### config.mk
export PLATFORM = sky130hd
export DESIGN_NAME = uart_tx_cfg
export DESIGN_NICKNAME = d
export VERILOG_FILES = /design/src/rtl/uart_pkg.sv /design/src/rtl/uart_tx_fifo.sv /design/src/rtl/uart_tx_cfg.sv
export SDC_FILE = /design/constraint.sdc
export NUM_CORES = 1
export LEC_CHECK = 0
export CAP_MARGIN = 20
export CORE_ASPECT_RATIO = 0.7
export CORE_MARGIN = 1.5
export CORE_UTILIZATION = 46
export DETAILED_ROUTE_END_ITERATION = 8
export PLACE_DENSITY = 0.65
export RECOVER_POWER = 100
export SETUP_SLACK_MARGIN = 0.2
export SYNTH_ARGS = -nofsm -noshare
export SYNTH_HDL_FRONTEND = slang
export SYNTH_SLANG_ARGS = --single-unit
### constraint.sdc
create_clock -name clk -period 6.2 [get_ports clk]
set_clock_uncertainty 0.1 [all_clocks]
set_input_delay 0.62 -clock clk [delete_from_list [all_inputs] [get_ports clk]]
set_output_delay 0.62 -clock clk [all_outputs]
set_load 0.01 [all_outputs]
### src/rtl/uart_pkg.sv
// Shared types and parity helper for the configurable UART transmitter.
package uart_pkg;

    localparam int MAX_DW = 9;

    typedef enum logic [1:0] {
        PAR_NONE = 2'b00,
        PAR_EVEN = 2'b01,
        PAR_ODD  = 2'b10,
        PAR_RSVD = 2'b11
    } parity_e;

    typedef enum logic [2:0] {
        IDLE,
        START,
        DATA,
        PARITY,
        STOP
    } tx_state_e;

    // Narrower words are zero-extended by the caller; zeros leave the XOR unchanged.
    function automatic logic calc_parity(input logic [MAX_DW-1:0] data, input parity_e mode);
        return (mode == PAR_ODD) ? ~^data : ^data;
    endfunction

endpackage

### src/rtl/uart_tx_fifo.sv
// Synchronous TX FIFO with combinational read of the head entry.
module uart_tx_fifo #(
    parameter int DEPTH = 4,
    parameter int WIDTH = 8
) (
    input  logic             clk,
    input  logic             rstn,
    input  logic             push,
    input  logic             pop,
    input  logic [WIDTH-1:0] wdata,
    output logic [WIDTH-1:0] rdata,
    output logic             full,
    output logic             empty
);
    localparam int AW = $clog2(DEPTH);

    logic [WIDTH-1:0] mem [DEPTH];
    logic [AW-1:0]    wptr, rptr;
    logic [AW:0]      count;
    logic             do_push, do_pop;

    assign do_push = push & ~full;
    assign do_pop  = pop & ~empty;
    assign full    = (count == (AW+1)'(DEPTH));
    assign empty   = (count == '0);
    assign rdata   = mem[rptr];

    always_ff @(posedge clk) begin
        if (do_push) mem[wptr] <= wdata;
    end

    // Pointers wrap naturally because DEPTH is a power of two.
    always_ff @(posedge clk or negedge rstn) begin
        if (!rstn) begin
            wptr  <= '0;
            rptr  <= '0;
            count <= '0;
        end else begin
            if (do_push) wptr <= wptr + 1'b1;
            if (do_pop)  rptr <= rptr + 1'b1;
            case ({do_push, do_pop})
                2'b10:   count <= count + 1'b1;
                2'b01:   count <= count - 1'b1;
                default: count <= count;
            endcase
        end
    end

endmodule

### src/rtl/uart_tx_cfg.sv
// Configurable UART transmitter: start, LSB-first data, optional parity, 1/2 stops.
// Define UART_TX_FIFO_EN to replace the single holding register with a FIFO_DEPTH-entry FIFO.
import uart_pkg::*;

module uart_tx_cfg #(
    parameter int DATA_WIDTH = 8,
    parameter int CLK_FREQ   = 100_000_000,
    parameter int BAUD_RATE  = 9600,
    parameter int FIFO_DEPTH = 4
) (
    input  logic                  clk,
    input  logic                  rstn,
    input  logic [DATA_WIDTH-1:0] tx_data,
    input  logic                  tx_valid,
    output logic                  tx_ready,
    input  logic [1:0]            parity_mode,
    input  logic                  stop2,
    output logic                  tx_sig,
    output logic                  busy
);
    localparam int PULSE_WIDTH = CLK_FREQ / BAUD_RATE;
    localparam int CNT_W       = (PULSE_WIDTH > 1) ? $clog2(PULSE_WIDTH) : 1;
    localparam int IDX_W       = $clog2(DATA_WIDTH);

    tx_state_e             state;
    logic [CNT_W-1:0]      cnt;
    logic [IDX_W-1:0]      idx;
    logic [DATA_WIDTH-1:0] shreg;
    logic                  par_en, par_bit, stop2_q, stop_sec;

    logic                  word_avail, start_frame, last_tick, frame_end;
    logic [DATA_WIDTH-1:0] word;
    logic [MAX_DW-1:0]     word_ext;
    parity_e               pmode;

    assign pmode       = parity_e'(parity_mode);
    assign word_ext    = MAX_DW'(word);
    assign last_tick   = (cnt == CNT_W'(PULSE_WIDTH - 1));
    assign frame_end   = (state == STOP) & last_tick & (~stop2_q | stop_sec);
    // A pending word at the end of the last stop bit starts the next frame without an idle bit.
    assign start_frame = word_avail & ((state == IDLE) | frame_end);

`ifdef UART_TX_FIFO_EN
    logic fifo_full, fifo_empty, alive_q;

    uart_tx_fifo #(
        .DEPTH(FIFO_DEPTH),
        .WIDTH(DATA_WIDTH)
    ) u_fifo (
        .clk   (clk),
        .rstn  (rstn),
        .push  (tx_valid & tx_ready),
        .pop   (start_frame),
        .wdata (tx_data),
        .rdata (word),
        .full  (fifo_full),
        .empty (fifo_empty)
    );

    // Keeps tx_ready low while reset is asserted even though the FIFO reads empty.
    always_ff @(posedge clk or negedge rstn) begin
        if (!rstn) alive_q <= 1'b0;
        else       alive_q <= 1'b1;
    end

    assign tx_ready   = alive_q & ~fifo_full;
    assign word_avail = ~fifo_empty;
    assign busy       = (state != IDLE) | ~fifo_empty;
`else
    logic rdy_q;

    always_ff @(posedge clk or negedge rstn) begin
        if (!rstn) rdy_q <= 1'b0;
        else       rdy_q <= ~start_frame & ((state == IDLE) | frame_end);
    end

    assign tx_ready   = rdy_q;
    assign word_avail = tx_valid & rdy_q;
    assign word       = tx_data;
    assign busy       = (state != IDLE);
`endif

    always_ff @(posedge clk or negedge rstn) begin
        if (!rstn) begin
            state    <= IDLE;
            tx_sig   <= 1'b1;
            cnt      <= '0;
            idx      <= '0;
            shreg    <= '0;
            par_en   <= 1'b0;
            par_bit  <= 1'b0;
            stop2_q  <= 1'b0;
            stop_sec <= 1'b0;
        end else if (start_frame) begin
            // Frame configuration is frozen here; later input changes wait for the next word.
            state    <= START;
            tx_sig   <= 1'b0;
            cnt      <= '0;
            idx      <= '0;
            shreg    <= word;
            par_en   <= (pmode == PAR_EVEN) | (pmode == PAR_ODD);
            par_bit  <= calc_parity(word_ext, pmode);
            stop2_q  <= stop2;
            stop_sec <= 1'b0;
        end else if (state != IDLE) begin
            cnt <= last_tick ? '0 : cnt + 1'b1;
            if (last_tick) begin
                case (state)
                    START: begin
                        state  <= DATA;
                        tx_sig <= shreg[0];
                    end
                    DATA: begin
                        if (idx == IDX_W'(DATA_WIDTH - 1)) begin
                            if (par_en) begin
                                state  <= PARITY;
                                tx_sig <= par_bit;
                            end else begin
                                state  <= STOP;
                                tx_sig <= 1'b1;
                            end
                        end else begin
                            idx    <= idx + 1'b1;
                            shreg  <= shreg >> 1;
                            tx_sig <= shreg[1];
                        end
                    end
                    PARITY: begin
                        state  <= STOP;
                        tx_sig <= 1'b1;
                    end
                    STOP: begin
                        if (frame_end) state    <= IDLE;
                        else           stop_sec <= 1'b1;
                    end
                    default: state <= IDLE;
                endcase
            end
        end
    end

endmodule

==> impl_metrics.yaml, run 1 <==
grt:
  grt_pass1_wl_microns: 7080
  grt_pass1_vias: 1456
  grt_max_degree: 35
  antenna_found_initial: 0
  grt_usage_pct: 19.9
  grt_overflow: 0
cts:
  cts_buffers: 5
  hold_buffers: 0
  cts_sinks: 34
  clock_latency_ns: 0.28
  cts_tree: "built"
  clkTransAtPathRegs_ns: 0.07
  htree_levels: 2
  cts_setup_buffers: 0
  cts_buffer_depth: 2
  cts_resized: 0
  clk_root_buffer_cell: "clkbuf_8"
die:
  start_util_pct: 49.1
  ios: 17
  die_w_microns: 81.3
  rows: 19
  core_area_sq_mm: 0.00402
  die_h_microns: 57.8
  fp.dieArea_sq_mm: 0.00469
setup_path:
  r2r_setup_slack_ns: 2.93
  endpoint_kind: "output port"
  criticalPathCategory: "flop to output port"
  reg2regPathDepth: 6
  path_max_fanout: 15
  crit_chain: "nor3_1, inv_1, dlygate4sd3_1"
  required_ns: 5.48
  cpPeakStageDelay_ns: 1.28
  cp-start-kind: "flop"
  r2r-end: "state[0]"
  rr_startpoint: "state[0]"
  critPathSlowestCell: "nor3_1"
  worstPathArrival_ns: 3.25
layout:
  antenna_cells: 0
  fillers: 361
  final_common_cell: "dfrtp_1"
  finish.utilization_pct: 55.5
  drive_gt1_share_pct: 6.85
  area_delta_synth_final_pct: 13.1
  final_nets: 236
  fin_cells: 271
  final_area_sq_mm: 0.00223
  regArea_sq_um: 852
  multi_input_area_sq_mm: 0.00104
  final_cell_mix: "33 x dfrtp_1, 25 x nor2_1, 14 x nor3_1, 14 x a21oi_1, 12 x clkdlybuf4s50_1"
placed_design:
  pre_cts_ws_ns: 3.22
  gp_congestion: 0.851
  dp_cells: 263
  io_buffers: 16
  place_hpwl_microns: 2950
  place_area_sq_mm: 0.00215
logic_synthesis:
  syn_nets: 222
  synthArstFlopShare_pct: 100
  ys_types: 50
  ys_seq_area_share_pct: 43.2
  syn_area_per_cell_sq_um: 9.67
  synth_seq_cells: 34
  syn_inst: 204
  synth_edf_count: 0
  yosys_warnings: 0
  ys.flop_type: "dfrtp_1"
  syn_area_sq_mm: 0.00197
pwr:
  vdd_ir_drop_max_mv: 0.208
  p_per_area_mw_per_mm2: 344
  finalPower_uw: 767
  total_leakage_power_nw: 0.965
drt:
  dr.pass1.iters: 4
  viasPerCell: 5.82
  ant_nets: 0
  wirelength_microns: 4160
  initialDrtViolationCount: 65
  vias: 1578
  drc: 0
  routedWlPerCell_microns: 15.4
min_path:
  hold_start: "idx[1]"
  hold_end: "idx[1]"
  hold_class: "flop to flop"
  hold_depth: 1
outcome:
  status: "complete, but fails checks"
  violations: "max-capacitance violations, max-slew violations"
timing:
  slew_viol_final: 51
  fin_crit_sh_pct: 64.1
  slew_headroom_pct: -23.9
  holdWs_ns: 0.417
  hold_violations: 0
  setup_tns_ns: 0
  fin_ws_ns: 2.23
  finalSetupViolCount: 0
  min_period_ns: 3.97
  worst_pin_slew_ns: 1.86
  grt_setup_unrepaired: "no"
  max_freq_mhz: 252
flow_run:
  max_cap_viol_count: 2
-- layer usage --
metal | part of all wire, % | wire length [microns] | GRT usage, % | vias up
met5 | 0 | 0 | 0 | -
met4 | 0.70 | 29 | 4.68 | 0
met3 | 4.1 | 169 | 4.72 | 5
met2 | 44 | 1830 | 29.2 | 28
met1 | 51 | 2130 | 29.9 | 776
li1 | - | - | - | 769
-- cells in the mapped netlist, types with 3 or more instances --
cell / number / area [sq um]
ha_1: 4 / 50.1
a22o_1: 3 / 26.3
clkbuf_1: 4 / 15.0
buf_2: 3 / 15.0
nor2_1: 25 / 93.8
xnor2_1: 10 / 87.6
nand2b_1: 3 / 18.8
nand2_1: 11 / 41.3
and3_1: 4 / 25.0
nand3_1: 9 / 45.0
o31ai_1: 3 / 22.5
a21oi_1: 13 / 65.1
xor2_1: 6 / 52.6
o221a_1: 7 / 78.8
o21ai_0: 11 / 55.1
dfrtp_1: 33 / 826
nor3_1: 13 / 65.1
inv_1: 5 / 18.8
-- worst max path at each step --
stage	cells after the start	slack (ns)	endpoint	start
global placement	3	3.36	busy	state[0]
finish	3	2.23	busy	state[0]
floorplan	7	4.26	idx[0]	idx[0]
detailed placement	3	3.22	busy	state[0]
global route	3	1.99	busy	state[0]
CTS	3	2.91	busy	state[0]
-- critical path: cells and delay by family (launching register included) --
| family | cells | cell delay, ns |
|---|---|---|
| simple gates | 1 | 1.28 |
| buf+inv | 2 | 1.14 |
| flops | 1 | 0.56 |
-- logic make-up (layout without fill, tap and decap cells) --
logic type	count (synthesis)	after routing	share of synthesized area, %
simple gates	81	81	22.2
compound gates	50	50	19.1
flops	34	34	43.2
xor+xnor	16	16	7.11
buf+inv	15	30	3.62
fa+ha+maj	4	4	2.54
mux	4	4	2.22
-- flip-flops by register name, summed over array words and instances, names as in the netlist --
signal    cells
idx           3
tx_sig        1
stop_sec      1
state         3
stop2_q       1
cnt          14
tx_ready      1
par_en        1
par_bit       1
shreg         8
-- cell type report --
class,instances,share of cell area [%]
multi-input cells,155,46.6
flip-flops and latches,34,38.2
repair buffers,17,7.35
clock buffers,7,3.87
well taps,52,2.92
inverters,5,0.841
clock inverters,1,0.224
-- report_power, final --
part	total, mW	leakage [nW]	internal, mW	switching [mW]
sequential	0.331	0.450	0.270	0.0611
clock	0.171	0.0482	0.0896	0.0811
combinational	0.265	0.466	0.120	0.145
Power figures use the tool's default switching activity.
==> inputs of run 2 (changes only) <==
--- a/config.mk
+++ b/config.mk
@@ -10,7 +10,7 @@
 export CORE_MARGIN = 1.5
 export CORE_UTILIZATION = 46
 export DETAILED_ROUTE_END_ITERATION = 8
-export PLACE_DENSITY = 0.65
+export PLACE_DENSITY = 0.67
 export RECOVER_POWER = 100
 export SETUP_SLACK_MARGIN = 0.2
 export SYNTH_ARGS = -nofsm -noshare
==> constraint.sdc (replaced) <==
create_clock -name clk -period 3.3 [get_ports clk]
set_clock_uncertainty 0.1 [all_clocks]
set_input_delay 0.33 -clock clk [delete_from_list [all_inputs] [get_ports clk]]
set_output_delay 0.33 -clock clk [all_outputs]
set_load 0.01 [all_outputs]
==> run 2 against run 1 <==
Against the previous run:
- the flow still finishes with violations (max-capacitance violations, max-slew violations)
- routed wire length up 3.4%
- die area unchanged
- global-route usage up 0.43 points
- sequential share of layout area down 0.15 points
- first-iteration DRC count up 60%
- non-clock buffer count up 3
- worst setup slack worse by 1.6 ns
- final area up 0.39%
- critical path type is now flop to flop
==> impl_metrics.yaml, run 2 (same netlist as run 1, synthesis figures left out) <==
layout:
  reg_top3: "cnt: 14 flops, shreg: 8 flops"
  final_cell_mix: "33 x dfrtp_1, 25 x nor2_1, 15 x a21oi_1"
  final_nets: 239
  drive_gt1_share_pct: 7.21
  largest_reg_flops: 14
  antenna_cells: 0
  largest_register: "cnt"
  final_area_sq_mm: 0.00224
  finish.utilization_pct: 55.7
  area_delta_synth_final_pct: 13.6
  final_common_cell: "dfrtp_1"
setup_path:
  cp-start-kind: "flop"
  endpoint_kind: "flop"
  crit_chain: "ha_1, ha_1, nand2b_1, a21o_1, a21oi_1, nand2_1, mux2_1"
  cpPeakStageDelay_ns: 0.58
  path_max_fanout: 8
  crit_family: "compound AO/OA/AOI/OAI gates"
  criticalPathCategory: "flop to flop"
  critPathBufInv: 0
  required_ns: 3.37
  critPathSlowestCell: "a21oi_1"
  path_common_cell: "ha_1"
  worstPathArrival_ns: 2.69
drt:
  drc: 0
  ant_nets: 0
  dr.pass1.iters: 4
  initialDrtViolationCount: 104
  wirelength_microns: 4300
  viasPerCell: 5.74
  routedWlPerCell_microns: 15.7
  vias: 1574
timing:
  fin_crit_sh_pct: 79.6
  hold_violations: 0
  slew_viol_final: 35
  worst_pin_slew_ns: 1.83
  min_period_ns: 2.63
  max_freq_mhz: 381
  holdWs_ns: 0.419
  slew_headroom_pct: -22.2
  finalSetupViolCount: 0
  setup_tns_ns: 0
  grt_setup_unrepaired: "no"
cts:
  cts_sinks: 34
  cts_buffers: 5
  cts_buffer_depth: 2
  htree_levels: 2
  cts_tree: "built"
  hold_buffers: 0
  cts_resized: 0
  clk_root_buffer_cell: "clkbuf_8"
  clkTransAtPathRegs_ns: 0.07
  cts_setup_buffers: 0
  clock_latency_ns: 0.28
pwr:
  total_leakage_power_nw: 0.972
  p_per_area_mw_per_mm2: 640
  vdd_ir_drop_max_mv: 0.319
  finalPower_mw: 1.43
min_path:
  hold_class: "flop to flop"
grt:
  antenna_found_initial: 0
  grt_pass1_wl_microns: 7240
  grt_overflow: 0
  grt_usage_pct: 20.4
  grt_pass1_vias: 1497
  grt_max_degree: 35
die:
  ios: 17
  die_h_microns: 57.8
  core_area_sq_mm: 0.00402
  die_w_microns: 81.3
  rows: 19
  start_util_pct: 49.1
  fp.dieArea_sq_mm: 0.00469
outcome:
  violations: "max-capacitance violations, max-slew violations"
  status: "complete, but fails checks"
placed_design:
  gp_congestion: 0.813
  place_hpwl_microns: 3050
  place_area_sq_mm: 0.00217
  io_buffers: 16
flow_run:
  max_cap_viol_count: 1
==> run 2: changes by cell type in the layout (fill, tap and decap cells not counted), sizes merged <==
cell / change
clkbuf: +2
buf: +1
clkdlybuf4s50: -1
dlygate4sd3: +1
==> run 2: where the power goes <==
| part | switching, mW | internal [mW] |
|---|---|---|
| sequential | 0.111 | 0.507 |
| combinational | 0.270 | 0.228 |
| clock | 0.150 | 0.168 |
==> run 2: area by class of cell <==
| class | instances | area, sq um |
|---|---|---|
| repair buffers | 20 | 179 |
| flip-flops and latches | 34 | 852 |
| fillers | 395 | 1780 |
| clock buffers | 7 | 86.3 |
| well taps | 52 | 65.1 |
| inverters | 5 | 18.8 |
| multi-input cells | 155 | 1030 |
| clock inverters | 1 | 5.00 |
==> run 2: per-layer routing <==
layer,up-vias,GRT usage [%],share of wire [%]
met2,32,31.8,45
li1,773,-,-
met4,0,4.93,0.67
met1,765,28.7,50
met5,-,0,0
met3,4,4.88,4.4
==> run 2: path summary, 6_finish.rpt <==
| path | start | endpoint | slack (ns) | cells past startpoint |
|---|---|---|---|---|
| min in group asynchronous | rstn | state[1] | 0.98 | 2 |
| worst max register to register | idx[0] | idx[0] | 0.67 | 7 |
| worst max-delay path | idx[0] | idx[0] | 0.67 | 7 |
| max in group asynchronous | rstn | cnt[3] | 1.07 | 2 |
| worst min-delay path | par_bit | par_bit | 0.42 | 1 |
| worst min register to register | par_bit | par_bit | 0.42 | 1 |
==> run 2: worst reg2reg max path, stage by stage, from the launching register on <==
cell and delay [ns]:
dfrtp_1 0.39, ha_1 0.20, ha_1 0.22, nand2b_1 0.20, a21o_1 0.19, a21oi_1 0.58, nand2_1 0.27, mux2_1 0.35
==> run 2: stage by stage <==
step / std cells / setup WS (ns)
final: 274 / 0.672
after global routing: 274 / 0.565
after CTS: 274 / 0.791
after detailed placement: 266 / 0.950
after global placement: 266 / 1.00
after floorplan: 204 / 1.36
==> inputs of run 3 (changes only) <==
--- a/config.mk
+++ b/config.mk
@@ -10,7 +10,7 @@
 export CORE_MARGIN = 1.5
 export CORE_UTILIZATION = 46
 export DETAILED_ROUTE_END_ITERATION = 8
-export PLACE_DENSITY = 0.67
+export PLACE_DENSITY = 0.65
 export RECOVER_POWER = 100
 export SETUP_SLACK_MARGIN = 0.2
 export SYNTH_ARGS = -nofsm -noshare
==> constraint.sdc (replaced) <==
create_clock -name clk -period 2.6 [get_ports clk]
set_clock_uncertainty 0.1 [all_clocks]
set_input_delay 0.26 -clock clk [delete_from_list [all_inputs] [get_ports clk]]
set_output_delay 0.26 -clock clk [all_outputs]
set_load 0.01 [all_outputs]
==> run 3 against run 2 <==
Against the previous run:
- the flow now finishes without violations
- critical path depth decreased by 4
- final area grew 0.11%
- worst setup slack worse by 0.42 ns
- critical path type is now flop to output port
==> impl_metrics.yaml, run 3 (same netlist as run 1, synthesis figures left out) <==
outcome:
  status: "finished, final reports clean"
grt:
  grt_overflow: 0
  grt_max_degree: 35
  antenna_found_initial: 0
  grt_pass1_vias: 1565
  grt_usage_pct: 21.1
  grt_pass1_wl_microns: 7400
setup_path:
  endpoint_kind: "output port"
  required_ns: 2.24
  cpPeakStageDelay_ns: 0.64
  cp-start-kind: "flop"
  crit_family: "buffers and inverters"
  crit_chain: "nor3_1, inv_1, dlygate4sd3_1"
  criticalPathCategory: "flop to output port"
  path_max_fanout: 14
  critPathSlowestCell: "dlygate4sd3_1"
  worstPathArrival_ns: 1.98
  r2r-end: "shreg[6]"
  r2r_setup_slack_ns: 0.30
  rr_startpoint: "cnt[0]"
  reg2regPathDepth: 6
  critPathBufInv: 2
cts:
  hold_buffers: 0
  clkTransAtPathRegs_ns: 0.07
  cts_buffer_depth: 2
  cts_setup_buffers: 0
  cts_buffers: 5
  clk_root_buffer_cell: "clkbuf_8"
  clock_latency_ns: 0.28
  cts_resized: 0
  htree_levels: 2
  cts_tree: "built"
  cts_sinks: 34
pwr:
  p_seq_share_pct: 42.7
  finalPower_mw: 1.83
  vdd_ir_drop_max_mv: 0.547
  pwr-share-comb_pct: 35.3
  swShare_pct: 37.0
  p_per_area_mw_per_mm2: 817
  total_leakage_power_nw: 0.983
  power.switching_uw: 678
  p_int_mw: 1.15
  power_frac_clock_pct: 22.0
timing:
  hold_violations: 0
  slew_viol_final: 0
  slew_headroom_pct: 47.5
  min_period_ns: 2.34
  holdWs_ns: 0.336
  finalSetupViolCount: 0
  fin_ws_ns: 0.257
  worst_pin_slew_ns: 0.777
  grt_setup_unrepaired: "no"
  setup_tns_ns: 0
  fin_crit_sh_pct: 90.1
  max_freq_mhz: 427
die:
  die_h_microns: 57.8
  rows: 19
  ios: 17
  fp.dieArea_sq_mm: 0.00469
  core_area_sq_mm: 0.00402
  start_util_pct: 49.1
  die_w_microns: 81.3
placed_design:
  place_area_sq_mm: 0.00218
  io_buffers: 16
  place_hpwl_microns: 3130
  pre_cts_ws_ns: 0.383
  gp_congestion: 0.893
layout:
  final_area_sq_mm: 0.00224
  antenna_cells: 0
  final_nets: 240
  largest_reg_flops: 14
  largest_register: "cnt"
  final_common_cell: "dfrtp_1"
  drive_gt1_share_pct: 8.07
  area_delta_synth_final_pct: 13.7
  final_cell_mix: "33 x dfrtp_1, 25 x nor2_1, 14 x nor3_1, 14 x a21oi_1, 12 x clkdlybuf4s50_1"
  fillers: 366
  reg_top3: "cnt: 14 flops, shreg: 8 flops"
drt:
  wirelength_microns: 4300
  drc: 0
  met1_length_microns: 2080
  vias: 1596
  viasPerCell: 5.80
  routedWlPerCell_microns: 15.6
  initialDrtViolationCount: 117
  dr.pass1.iters: 4
  maxUsedRoutingLayer: "met4"
  wl_met2_microns: 1940
  wl_met3_microns: 214
  ant_nets: 0
min_path:
  hold_class: "primary input to asynchronous set/reset pin"
flow_run:
  max_cap_viol_count: 0
## run 3: changes by cell type in the layout (fill, tap and decap cells not counted), sizes merged
cell,delta
clkbuf,-2
buf,+3
clkdlybuf4s50,+1
dlygate4sd3,-1
## run 3: worst reg2reg max path, delay by kind of cell, from the launching register on
| family | cells | cell delay (ns) |
|---|---|---|
| compound gates | 2 | 0.58 |
| simple gates | 3 | 0.91 |
| fa+ha+maj | 1 | 0.24 |
| flops | 1 | 0.40 |
## run 3: worst max-delay path by stage
| stage | startpoint | to | slack, ns | cells past startpoint |
|---|---|---|---|---|
| floorplan | idx[0] | idx[0] | 0.66 | 7 |
| global placement | tx_valid | idx[0] | 0.41 | 6 |
| detailed placement | tx_valid | idx[0] | 0.38 | 6 |
| CTS | state[0] | busy | 0.34 | 3 |
| global route | cnt[0] | shreg[6] | 0.14 | 6 |
| finish | state[0] | busy | 0.26 | 3 |
## run 3: metal layers
layer	vias to the layer above	GRT usage [%]
met5	-	0
li1	778	-
met3	9	5.20
met1	769	30.0
met4	0	7.14
met2	40	31.5
## run 3: final cells by class
type / count / area, sq um / area share [%]
clock buffers: 7 / 86.3 / 3.85
clock inverters: 1 / 5.00 / 0.223
inverters: 5 / 18.8 / 0.837
multi-input cells: 155 / 1020 / 45.5
flip-flops and latches: 34 / 852 / 38.0
well taps: 52 / 65.1 / 2.90
repair buffers: 21 / 194 / 8.65
## run 3: power by group through the flow
| stage | logic (mW) | clock network (mW) | registers (mW) |
|---|---|---|---|
| 5_1_grt | 0.723 | 0.438 | 0.799 |
| 4_1_cts | 0.669 | 0.411 | 0.785 |
| 3_5_place_dp | 0.665 | 0 | 0.795 |
| 3_3_place_gp | 0.649 | 0 | 0.789 |
| 6_report | 0.647 | 0.402 | 0.782 |
| 2_1_floorplan | 0.499 | 0 | 0.744 |
## run 3: per-stage QoR
step	utilization, %	instances
6_report	55.8	275
3_3_place_gp	54.3	267
3_5_place_dp	54.3	267
2_1_floorplan	-	204
4_1_cts	56.6	275
5_1_grt	55.8	275
